**config.mk**
```make
export PLATFORM = sky130hd
export DESIGN_NAME = band_readout_sequencer_flat
export DESIGN_NICKNAME = d
export VERILOG_FILES = /design/src/rtl/band_readout_if.sv /design/src/rtl/band_readout_sequencer.sv /design/src/flat_wrapper.sv
export SDC_FILE = /design/constraint.sdc
export NUM_CORES = 1
export LEC_CHECK = 0
export BUFFER_PORTS_ARGS = -buffer_cell sky130_fd_sc_hd__buf_2
export CAP_MARGIN = 10
export CORE_UTILIZATION = 51
export CTS_CLUSTER_SIZE = 20
export DETAILED_ROUTE_END_ITERATION = 7
export GPL_TIMING_DRIVEN = 1
export PLACE_DENSITY_LB_ADDON = 0.12
export SYNTH_ARGS = -nofsm -noshare
export SYNTH_HDL_FRONTEND = slang
export SYNTH_SLANG_ARGS = --single-unit
```
**constraint.sdc**
```tcl
create_clock -name clk -period 3.25 [get_ports clk]
set_clock_uncertainty 0.15 [all_clocks]
set_input_delay 0.1625 -clock clk [delete_from_list [all_inputs] [get_ports clk]]
set_output_delay 0.1625 -clock clk [all_outputs]
set_load 0.01 [all_outputs]
```
**src/rtl/band_readout_if.sv**
```systemverilog
// band_readout_if
//   Bundles the readout sequencer's frame trigger, band-mux connection and
//   byte-stream handshake.
//   frame_ready : start-of-frame pulse from the extractor
//   mux_data    : 12-bit band value returned by the band mux for `select`
//   out_ready   : byte consumer accepts out_byte this cycle
//   select      : band index driven to the mux
//   out_byte    : streamed byte (0 while out_valid is low)
//   out_valid   : out_byte holds a valid byte
//   busy        : frame readout in progress
//   frame_done  : one-cycle pulse after the last byte of a frame is taken
//   overrun     : sticky flag, frame_ready seen while busy
//   modport master : the sequencer side
//   modport slave  : the environment side (extractor, mux, consumer)
interface band_readout_if;
   logic        frame_ready;
   logic [11:0] mux_data;
   logic        out_ready;
   logic [3:0]  select;
   logic [7:0]  out_byte;
   logic        out_valid;
   logic        busy;
   logic        frame_done;
   logic        overrun;

   modport master (
      input  frame_ready, mux_data, out_ready,
      output select, out_byte, out_valid, busy, frame_done, overrun
   );

   modport slave (
      output frame_ready, mux_data, out_ready,
      input  select, out_byte, out_valid, busy, frame_done, overrun
   );
endinterface

```
**src/rtl/band_readout_sequencer.sv**
```systemverilog
// band_readout_sequencer
//   On each frame_ready pulse, walks the band-mux select through bands
//   0..N_BANDS-1, captures each 12-bit band value and streams it as two
//   bytes ({band, value[11:8]} then value[7:0]) over a valid/ready byte port.
//   Parameters : N_BANDS (2..16) bands read per frame
//   Ports      : clk, rst (async, active high), bus (band_readout_if.master)
//   All outputs come from registers or FSM state; none depend
//   combinationally on out_ready or mux_data.
module band_readout_sequencer #(
   parameter int unsigned N_BANDS = 16
) (
   input  logic           clk,
   input  logic           rst,
   band_readout_if.master bus
);

   typedef enum logic [1:0] {
      IDLE,
      LATCH,
      HI,
      LO
   } state_e;

   localparam logic [3:0] LAST_BAND = 4'(N_BANDS - 1);

   state_e      state_q, state_d;
   logic [3:0]  band_q, band_d;
   logic [11:0] hold_q, hold_d;
   logic        frame_done_q, frame_done_d;
   logic        overrun_q, overrun_d;

   // State register.
   // NOTE: sequential state uses non-blocking assignments so every flop
   // samples the pre-edge value of every other flop.
   always_ff @(posedge clk or posedge rst) begin
      if (rst) begin
         state_q      <= IDLE;
         band_q       <= '0;
         hold_q       <= '0;
         frame_done_q <= 1'b0;
         overrun_q    <= 1'b0;
      end else begin
         state_q      <= state_d;
         band_q       <= band_d;
         hold_q       <= hold_d;
         frame_done_q <= frame_done_d;
         overrun_q    <= overrun_d;
      end
   end

   // Next-state logic.
   always_comb begin
      // NOTE: every signal gets a default before the case so no path
      // leaves it unassigned, which would infer a latch.
      state_d      = state_q;
      band_d       = band_q;
      hold_d       = hold_q;
      frame_done_d = 1'b0;
      // A frame request outside IDLE, including the LO->IDLE edge itself,
      // is dropped but remembered until reset.
      overrun_d    = overrun_q | (bus.frame_ready && (state_q != IDLE));

      case (state_q)
         IDLE: begin
            if (bus.frame_ready) begin
               state_d = LATCH;
               band_d  = '0;
            end
         end
         LATCH: begin
            // select has been stable since the previous edge, so the mux
            // output is settled for this band.
            hold_d  = bus.mux_data;
            state_d = HI;
         end
         HI: begin
            if (bus.out_ready) state_d = LO;
         end
         LO: begin
            if (bus.out_ready) begin
               if (band_q == LAST_BAND) begin
                  state_d      = IDLE;
                  band_d       = '0;
                  frame_done_d = 1'b1;
               end else begin
                  state_d = LATCH;
                  band_d  = band_q + 4'd1;
               end
            end
         end
         default: state_d = IDLE;
      endcase
   end

   // Output logic, decoded from registered state only.
   always_comb begin
      bus.select     = band_q;
      bus.out_valid  = (state_q == HI) || (state_q == LO);
      bus.busy       = (state_q != IDLE);
      bus.frame_done = frame_done_q;
      bus.overrun    = overrun_q;
      case (state_q)
         HI:      bus.out_byte = {band_q, hold_q[11:8]};
         LO:      bus.out_byte = hold_q[7:0];
         default: bus.out_byte = 8'h00;
      endcase
   end

endmodule

```
**src/flat_wrapper.sv**
```systemverilog
// flat-port wrapper written by rule: the top's interface ports become plain ports
module band_readout_sequencer_flat 
#(
   parameter int unsigned N_BANDS = 16
)
  (clk, rst, bus_frame_ready, bus_mux_data, bus_out_ready, bus_select, bus_out_byte, bus_out_valid, bus_busy, bus_frame_done, bus_overrun);
  band_readout_if bus_i ();
  input  logic clk;
  input  logic rst;
  input wire logic [$bits(bus_i.frame_ready)-1:0] bus_frame_ready;
  input wire logic [$bits(bus_i.mux_data)-1:0] bus_mux_data;
  input wire logic [$bits(bus_i.out_ready)-1:0] bus_out_ready;
  output wire logic [$bits(bus_i.select)-1:0] bus_select;
  output wire logic [$bits(bus_i.out_byte)-1:0] bus_out_byte;
  output wire logic [$bits(bus_i.out_valid)-1:0] bus_out_valid;
  output wire logic [$bits(bus_i.busy)-1:0] bus_busy;
  output wire logic [$bits(bus_i.frame_done)-1:0] bus_frame_done;
  output wire logic [$bits(bus_i.overrun)-1:0] bus_overrun;
  assign bus_i.frame_ready = bus_frame_ready;
  assign bus_i.mux_data = bus_mux_data;
  assign bus_i.out_ready = bus_out_ready;
  assign bus_select = bus_i.select;
  assign bus_out_byte = bus_i.out_byte;
  assign bus_out_valid = bus_i.out_valid;
  assign bus_busy = bus_i.busy;
  assign bus_frame_done = bus_i.frame_done;
  assign bus_overrun = bus_i.overrun;
  band_readout_sequencer #(.N_BANDS(N_BANDS)) u_core (.clk(clk), .rst(rst), .bus(bus_i));
endmodule
```
==> metrics.txt, run 1 <==
Post-route DRC 0; Max-cap violations 0; Max Slew Vio Count 0; #FFs+latches synth 20; Vias 818; crit path DAT 1.62 ns; Hold WC Path Type reg2reg; Most used DFF post-synth dfrtp_1; Final nets 152; Least-Margin Pin Slew 0.749 ns; CTS Buffer Depth 2; post-route setup TNS 0 ns; Worst Path Required 2.94 ns; Peak VDD IR 682 µV; # fillers 130; unrepaired setup endpoints after global routing no; fraction of registers with async set/reset 100%; layout cells sized above 1 31.8%; Cell variety after synth 23; PD cells 872 nW/µm²; # H-tree levels 1; Setup WS post-layout 1.31 ns; Total GRT Usage 24.3%; critical path class reg2out; crit-path max FO 15; drt initial violations 13; Max Clock Freq 517 MHz; Pleak 0.673 nW; Cells after Synth 82; fin area 1360 µm²; wire per inst 14.7 µm; status completed; Post-Syn Area per Cell 12.1 µm²; Clock Latency Late Sink 0.31 ns; Core Area 1760 µm²; initial antenna violation count 0; root buffer cell clkbuf_4; Core Rows 15; Yosys warning count 0; router iterations before antenna repair 4; die area 2120 µm²; PortBufs 31; die height 46.1 µm; Congestion Overflow GR 0; reg2reg setup slack 1.38 ns; Post-synth EDFFs 0; final hold vios 0; CP Launch Type flop; Worst slew margin 50.0%; fin crit share 59.5%; commonest non-fill, non-tap cell in the layout buf_2; first-pass GRT wire length 3460 µm; vias in the first global route 775; RePlAce Congestion 0.716; Setup-failing EPs final 0; largest net degree at the start of global routing 21; TritonCTS buffer count 3; routed wire length 2260 µm; sequential element share of the synthesized area 50.6%; most frequent cells in the layout buf_2, dfrtp_1, dlygate4sd3_1, mux2_1, a22o_1; pre-CTS setup slack 1.45 ns; Critical Path Sink Type output port; Final min period 1.94 ns; Post-Syn Area 990 µm²; IO Count 32; CTS tree done; TritonCTS Sinks 20; Post-DP HPWL 1290 µm; DP Cell Count 135; Initial Util 56.1%; DP Area 1160 µm²; Layout area overhead 37.5%; Inserted Diodes 0; clock-pin slew on the worst setup and hold paths 0.12 ns; Routed Antenna Nets 0; Setup Buffers After CTS 0; WHS 0.342 ns; syn nets 104; final non-filler cell total 154; DR vias/cell 5.31; Die Width 46.1 µm
-- report_power, final --
part	internal [mW]	switching (mW)	total [mW]	leakage, nW
clock network	0.125	0.0810	0.206	0.0279
registers	0.351	0.0687	0.419	0.241
logic	0.266	0.295	0.562	0.403
-- cell usage after synthesis (2+ instances only) --
cell,instances,area [µm²]
ha_1,6,75.1
o21ai_1,4,20.0
mux2_2,2,22.5
buf_2,2,10.0
nand2_1,6,22.5
inv_1,5,18.8
a21o_1,2,15.0
nor2_1,3,11.3
mux2_1,10,113
a22o_1,8,70.1
dfrtp_1,20,500
nand3_1,3,15.0
-- critical path: stages (launching register included) --
cell     delay [ns]
dfrtp_1        0.42
ha_1           0.53
a22o_1         0.24
buf_2          0.12
-- kinds of logic after synthesis --
logic type | after synthesis | share of synthesized area [%]
buf+inv | 8 | 3.67
flops | 20 | 50.6
mux | 12 | 13.7
simple gates | 16 | 7.59
fa+ha+maj | 6 | 7.59
compound gates | 20 | 16.9
-- per-stage QoR --
stage	utilization, %	power (mW)
global placement	65.7	0.947
CTS	77.2	1.18
detailed placement	65.7	0.967
floorplan	-	0.819
finish	77.2	1.19
global route	77.2	1.27
-- what timing repair did --
item	in CTS	in global routing
hold endpoints to repair	34	0
hold buffers	15	0
gates resized for setup	0	0
-- final cells by class --
cell class	count	area, µm²	share of cell area [%]
clock inverter	1	30.0	2.21
multi-input combinational	54	453	33.3
clock buffer	3	22.5	1.65
sequential	20	500	36.8
inverter	5	18.8	1.38
timing repair buffer	46	305	22.4
tap	25	31.3	2.30
-- flip-flops by register name (all words and copies together), names as in the netlist --
signal / cells
u_core.bus.overrun: 1
u_core.state_q: 2
u_core.bus.frame_done: 1
u_core.hold_q: 12
u_core.bus.select: 4
-- layer usage --
layer | track usage, % | up-vias | part of all wire [%]
li1 | - | 386 | -
met3 | 3.14 | 7 | 5.4
met2 | 43.1 | 34 | 53
met1 | 27.7 | 391 | 39
met5 | 0 | - | 0
met4 | 14.1 | 0 | 2.5
-- final timing paths --
path / start / endpoint / cells after the start
min in group asynchronous: rst / u_core.state_q[0] / 3
hold / removal: u_core.bus.overrun / u_core.bus.overrun / 1
hold reg to reg: u_core.bus.overrun / u_core.bus.overrun / 1
setup reg to reg: u_core.state_q[1] / u_core.bus.select[3] / 3
setup / recovery: u_core.state_q[1] / bus_out_byte[4] / 3
max in group asynchronous: rst / u_core.hold_q[10] / 3
No activity file was read; power rests on OpenSTA's default activity.
==> inputs of run 2 (changes only) <==
CORE_UTILIZATION = 49   (was 51)
clock period = 1.8 ns   (was 3.25 ns; I/O delays follow)
==> metrics.txt, run 2 (synthesis results as in run 1) <==
status completed; Design Power 2.06 mW (+73%); most frequent cells in the layout buf_2, dfrtp_1, dlygate4sd3_1, mux2_1, a22o_1; wire per inst 12.9 µm (-12%); Inserted Diodes 0 (unchanged); Max Slew Vio Count 0 (unchanged); die area 2200 µm² (+3.9%); Cell Chain, Critical Path ha_2, buf_4, a22o_1, buf_2; Initial Util 54.9% (-1.2 points); Peak VDD IR 924 µV (+36%); clock-pin slew on the worst setup and hold paths 0.11 ns (about the same); Biggest register u_core.hold_q; die height 46.9 µm (+1.9%); Post-DP HPWL 1300 µm (+0.76%); IO Count 32 (unchanged); fin util 75.8% (-1.4 points); Final min period 1.76 ns; # H-tree levels 1 (unchanged); Post-route DRC 0 (unchanged); first-pass GRT wire length 3210 µm (-7.2%); TritonCTS buffer count 3 (unchanged); critical path's largest stage delay 0.44 ns (-0.09 ns); initial antenna violation count 0 (unchanged); Setup WS post-layout 0.0370 ns (-1.28 ns); # fillers 134 (+3.1%); max reg flops 12 (unchanged); Internal 1.27 mW (+71%); vias in the first global route 753 (-2.8%); TritonCTS Sinks 20 (unchanged); WHS 0.325 ns (-0.0161 ns); PD cells 1510 nW/µm² (+73%); Critical Path Sink Type output port; root buffer cell clkbuf_4; crit-path max FO 9 (-6); Core Area 1800 µm² (+2.1%); Final nets 154 (+1.3%); drt initial violations 13 (unchanged); DR vias/cell 5.15 (-3.1%); clock share of power 12.3% (-5.0 points); Hold WC Path Type in2async; fin area 1370 µm² (+0.28%); largest net degree at the start of global routing 21 (unchanged); sw frac 38.3% (+0.81 points); reg-to-reg endpoint u_core.bus.select[3]; Core Rows 15 (unchanged); Total GRT Usage 21.0% (-3.4 points); R2R depth 5 (+2); Worst slew margin 50.6% (+0.59 points); Least-Margin Pin Slew 0.740 ns (-0.00887 ns); Layout area overhead 37.9%; DP Cell Count 137 (+1.5%); critical path's slowest cell dfrtp_1; sw power 0.789 mW (+77%); Pleak 0.673 nW (about the same); Setup crit start u_core.state_q[1]; Max-cap violations 0 (unchanged); routed wire length 2020 µm (-11%); CP Launch Type flop; Max Clock Freq 567 MHz; fin crit share 97.9%; Clock Latency Late Sink 0.29 ns (-0.02 ns); router iterations before antenna repair 4 (unchanged); critical path class reg2out; Combinational Power Share 51.0% (+3.7 points); CTS Buffer Depth 2 (unchanged); Vias 803 (-1.8%); CTS tree done; reg2reg setup slack 0.13 ns (-1.25 ns); Setup-failing EPs final 0 (unchanged); Worst Path Required 1.56 ns (-1.38 ns); crit path DAT 1.52 ns (-0.10 ns); commonest non-fill, non-tap cell in the layout buf_2; Die Width 46.9 µm (+1.9%); final non-filler cell total 156 (+1.3%); Setup crit end bus_out_byte[6]; Congestion Overflow GR 0 (unchanged); pre-CTS setup slack 0.128 ns (-1.32 ns); Routed Antenna Nets 0 (unchanged); RePlAce Congestion 0.755 (+5.5%); Setup Buffers After CTS 0 (unchanged); unrepaired setup endpoints after global routing yes; final hold vios 0 (unchanged); PortBufs 31 (unchanged); post-route setup TNS 0 ns (unchanged); sequential share of power 36.7% (+1.4 points); layout cells sized above 1 34.4% (+2.6 points); DP Area 1170 µm² (+1.3%); Worst R2R Start u_core.state_q[0]
run 2: cell count changes in the layout (fill, tap and decap cells not counted):
cell       delta
ha_2          +2
clkbuf_8      +1
buf_4         +2
bufinv_16     -1
ha_1          -2
run 2: worst min path at each step:
stage | from | cells past startpoint | slack [ns] | endpoint
finish | rst | 3 | 0.33 | u_core.state_q[0]
global route | u_core.bus.overrun | 1 | 0.37 | u_core.bus.overrun
CTS | rst | 3 | 0.32 | u_core.state_q[0]
detailed placement | rst | 2 | 0.10 | u_core.hold_q[1]
global placement | rst | 2 | 0.10 | u_core.hold_q[1]
floorplan | rst | 1 | -0.1 | u_core.bus.frame_done
run 2: area by class of cell:
cell class / instances / area [µm²] / share of cell area (%)
flip-flops and latches: 20 / 500 / 36.7
multi-input cells: 54 / 458 / 33.5
repair buffers: 48 / 320 / 23.5
clock buffers: 4 / 36.3 / 2.66
well taps: 25 / 31.3 / 2.29
inverters: 5 / 18.8 / 1.37
run 2: per-layer routing:
layer  global-route usage (%)  share of wire (%)  routed length (µm)
met5                        0                  0                   0
met4                     5.14                  0                   0
met3                     2.69                3.8                  77
met2                     37.5                 53                1070
met1                     26.8                 43                 873
run 2: power groups by stage:
stage          registers, mW  clock network (mW)  logic, mW
2_1_floorplan          0.738                   0      0.740
3_3_place_gp           0.757                   0      0.987
3_5_place_dp           0.760                   0       1.02
4_1_cts                0.750               0.263       1.05
5_1_grt                0.780               0.281       1.17
6_report               0.755               0.254       1.05
run 2: critical path, delay by kind of cell (launching register included):
kind / cells / cell delay [ns]
AO/OA/AOI/OAI: 1 / 0.22
adder cells (fa/ha/maj): 1 / 0.26
buffers and inverters: 2 / 0.32
flip-flops: 1 / 0.44
run 2: repair_timing:
action,CTS,global route
hold endpoints to repair,35,0
setup endpoints to repair,8,8
hold buffers,15,0
resized for setup,2,0
==> inputs of run 3 (changes only) <==
CAP_MARGIN = 20   (was 10)
PLACE_DENSITY = 0.8   (was not set)
PLACE_DENSITY_LB_ADDON = not set   (was 0.12)
==> metrics.txt, run 3 (synthesis results as in run 1) <==
Worst slew margin 50.9% (+0.27 points); Max Clock Freq 584 MHz (+2.9%); Final nets 157 (+1.9%); fin util 78.8% (+3.0 points); fin area 1420 µm² (+3.9%); commonest non-fill, non-tap cell in the layout buf_2; final hold vios 0 (unchanged); router iterations before antenna repair 4 (unchanged); Inserted Diodes 0 (unchanged); GR Layer Usage met3 5.38% (+2.7 points); routed wire length 2050 µm (+1.3%); DP Area 1180 µm² (+0.64%); initial antenna violation count 0 (unchanged); Peak VDD IR 1070 µV (+16%); IO Count 32 (unchanged); most frequent cells in the layout buf_2, dfrtp_1, dlygate4sd3_1, mux2_1, a22o_1; Routed Antenna Nets 0 (unchanged); Core Rows 15 (unchanged); status completed; Least-Margin Pin Slew 0.736 ns (-0.00409 ns); Core Area 1800 µm² (unchanged); Worst Path Required 1.56 ns (about the same); Clock Latency Late Sink 0.30 ns (about the same); PortBufs 31 (unchanged); critical path's largest stage delay 0.46 ns (+0.02 ns); critical path class reg2out; root buffer cell clkbuf_4; Final min period 1.71 ns (-0.0500 ns); CTS tree done; Multi-input gate area 468 µm² (+2.2%); Initial Util 54.9% (unchanged); CP top delay family flip-flops; vias in the first global route 727 (-3.5%); crit path DAT 1.47 ns (-0.05 ns); Design Power 2.25 mW (+9.1%); Vias 808 (+0.62%); most used routing layer in global routing met2; # fillers 111 (-17%); Congestion Overflow GR 0 (unchanged); DR vias/cell 5.08 (-1.3%); unrepaired setup endpoints after global routing no; wire per inst 12.9 µm (-0.57%); Post-DP HPWL 1400 µm (+7.7%); clock-pin slew on the worst setup and hold paths 0.12 ns (about the same); fin crit share 95.2% (-2.8 points); PD cells 1580 nW/µm² (+4.9%); CP Buf/Inv Count 2 (unchanged); die height 46.9 µm (unchanged); CTS Buffer Depth 2 (unchanged); Max-cap violations 0 (unchanged); Biggest register u_core.hold_q; TritonCTS buffer count 3 (unchanged); # H-tree levels 1 (unchanged); crit-path max FO 8 (-1); CP Launch Type flop; met2 Use GR 34.4% (-3.1 points); Setup-failing EPs final 0 (unchanged); largest net degree at the start of global routing 21 (unchanged); Pleak 0.694 nW (+3.3%); RePlAce Congestion 0.696 (-7.8%); Sequential Area 502 µm² (+0.25%); die area 2200 µm² (unchanged); Max Slew Vio Count 0 (unchanged); drt initial violations 8 (-5); Die Width 46.9 µm (unchanged); post-route setup TNS 0 ns (unchanged); first-pass GRT wire length 3110 µm (-3.2%); Hold WC Path Type in2async; Post-route DRC 0 (unchanged); TritonCTS Sinks 20 (unchanged); final non-filler cell total 159 (+1.9%); M1 GR Usage 26.3% (-0.51 points); DP Cell Count 138 (+0.73%); layout cells sized above 1 37.3% (+3.0 points); Layout area overhead 43.4%; Total GRT Usage 21.0% (+0.093 points); Cell Chain, Critical Path ha_4, buf_4, a22o_1, buf_2; Critical Path Sink Type output port; max reg flops 12 (unchanged); critical path's slowest cell dfrtp_2
## run 3: area by class of cell
class | count | share of cell area [%]
inverters | 5 | 1.32
clock inverters | 1 | 2.12
well taps | 25 | 2.20
multi-input cells | 54 | 33.0
clock buffers | 3 | 1.59
flip-flops and latches | 20 | 35.4
repair buffers | 51 | 24.4
## run 3: final timing paths
check                           slack (ns)          startpoint                   end  cells after the start
worst max register to register        0.17   u_core.state_q[1]  u_core.bus.select[3]                      5
worst min register to register        0.31  u_core.bus.overrun    u_core.bus.overrun                      1
max in group asynchronous             0.69                 rst     u_core.state_q[1]                      3
worst max-delay path                  0.09   u_core.state_q[1]       bus_out_byte[3]                      4
min in group clk                      0.31  u_core.bus.overrun    u_core.bus.overrun                      1
worst min-delay path                  0.30                 rst      u_core.hold_q[8]                      3
## run 3: worst reg2reg max path, stage by stage (launching register included)
cell and delay [ns]:
dfrtp_2 0.43, inv_1 0.10, ha_1 0.24, nand2b_2 0.10, o211ai_2 0.17, o41ai_2 0.34
## run 3: per-stage QoR
step                hold WS [ns]  setup slack (ns)
floorplan                -0.0962             0.297
global placement           0.106             0.263
global route               0.361           0.00159
detailed placement         0.105             0.182
CTS                        0.306            0.0242
finish                     0.295            0.0871
## run 3: where the power goes
part	internal, mW	switching [mW]
Sequential	0.636	0.136
Combinational	0.563	0.549
Clock	0.225	0.137
Total	1.42	0.823
## run 3: layer usage
metal,part of all wire (%),up-vias
met3,2.7,2
met2,53,14
met5,0,-
li1,-,402
met1,44,390
met4,0.64,0
## run 3: timing repair
action,in CTS,in global routing
pin swaps,0,1
endpoints found under the setup margin,7,8
endpoints found under the hold margin,35,0
setup buffers,0,2
resized for setup,1,5
hold buffers,15,0
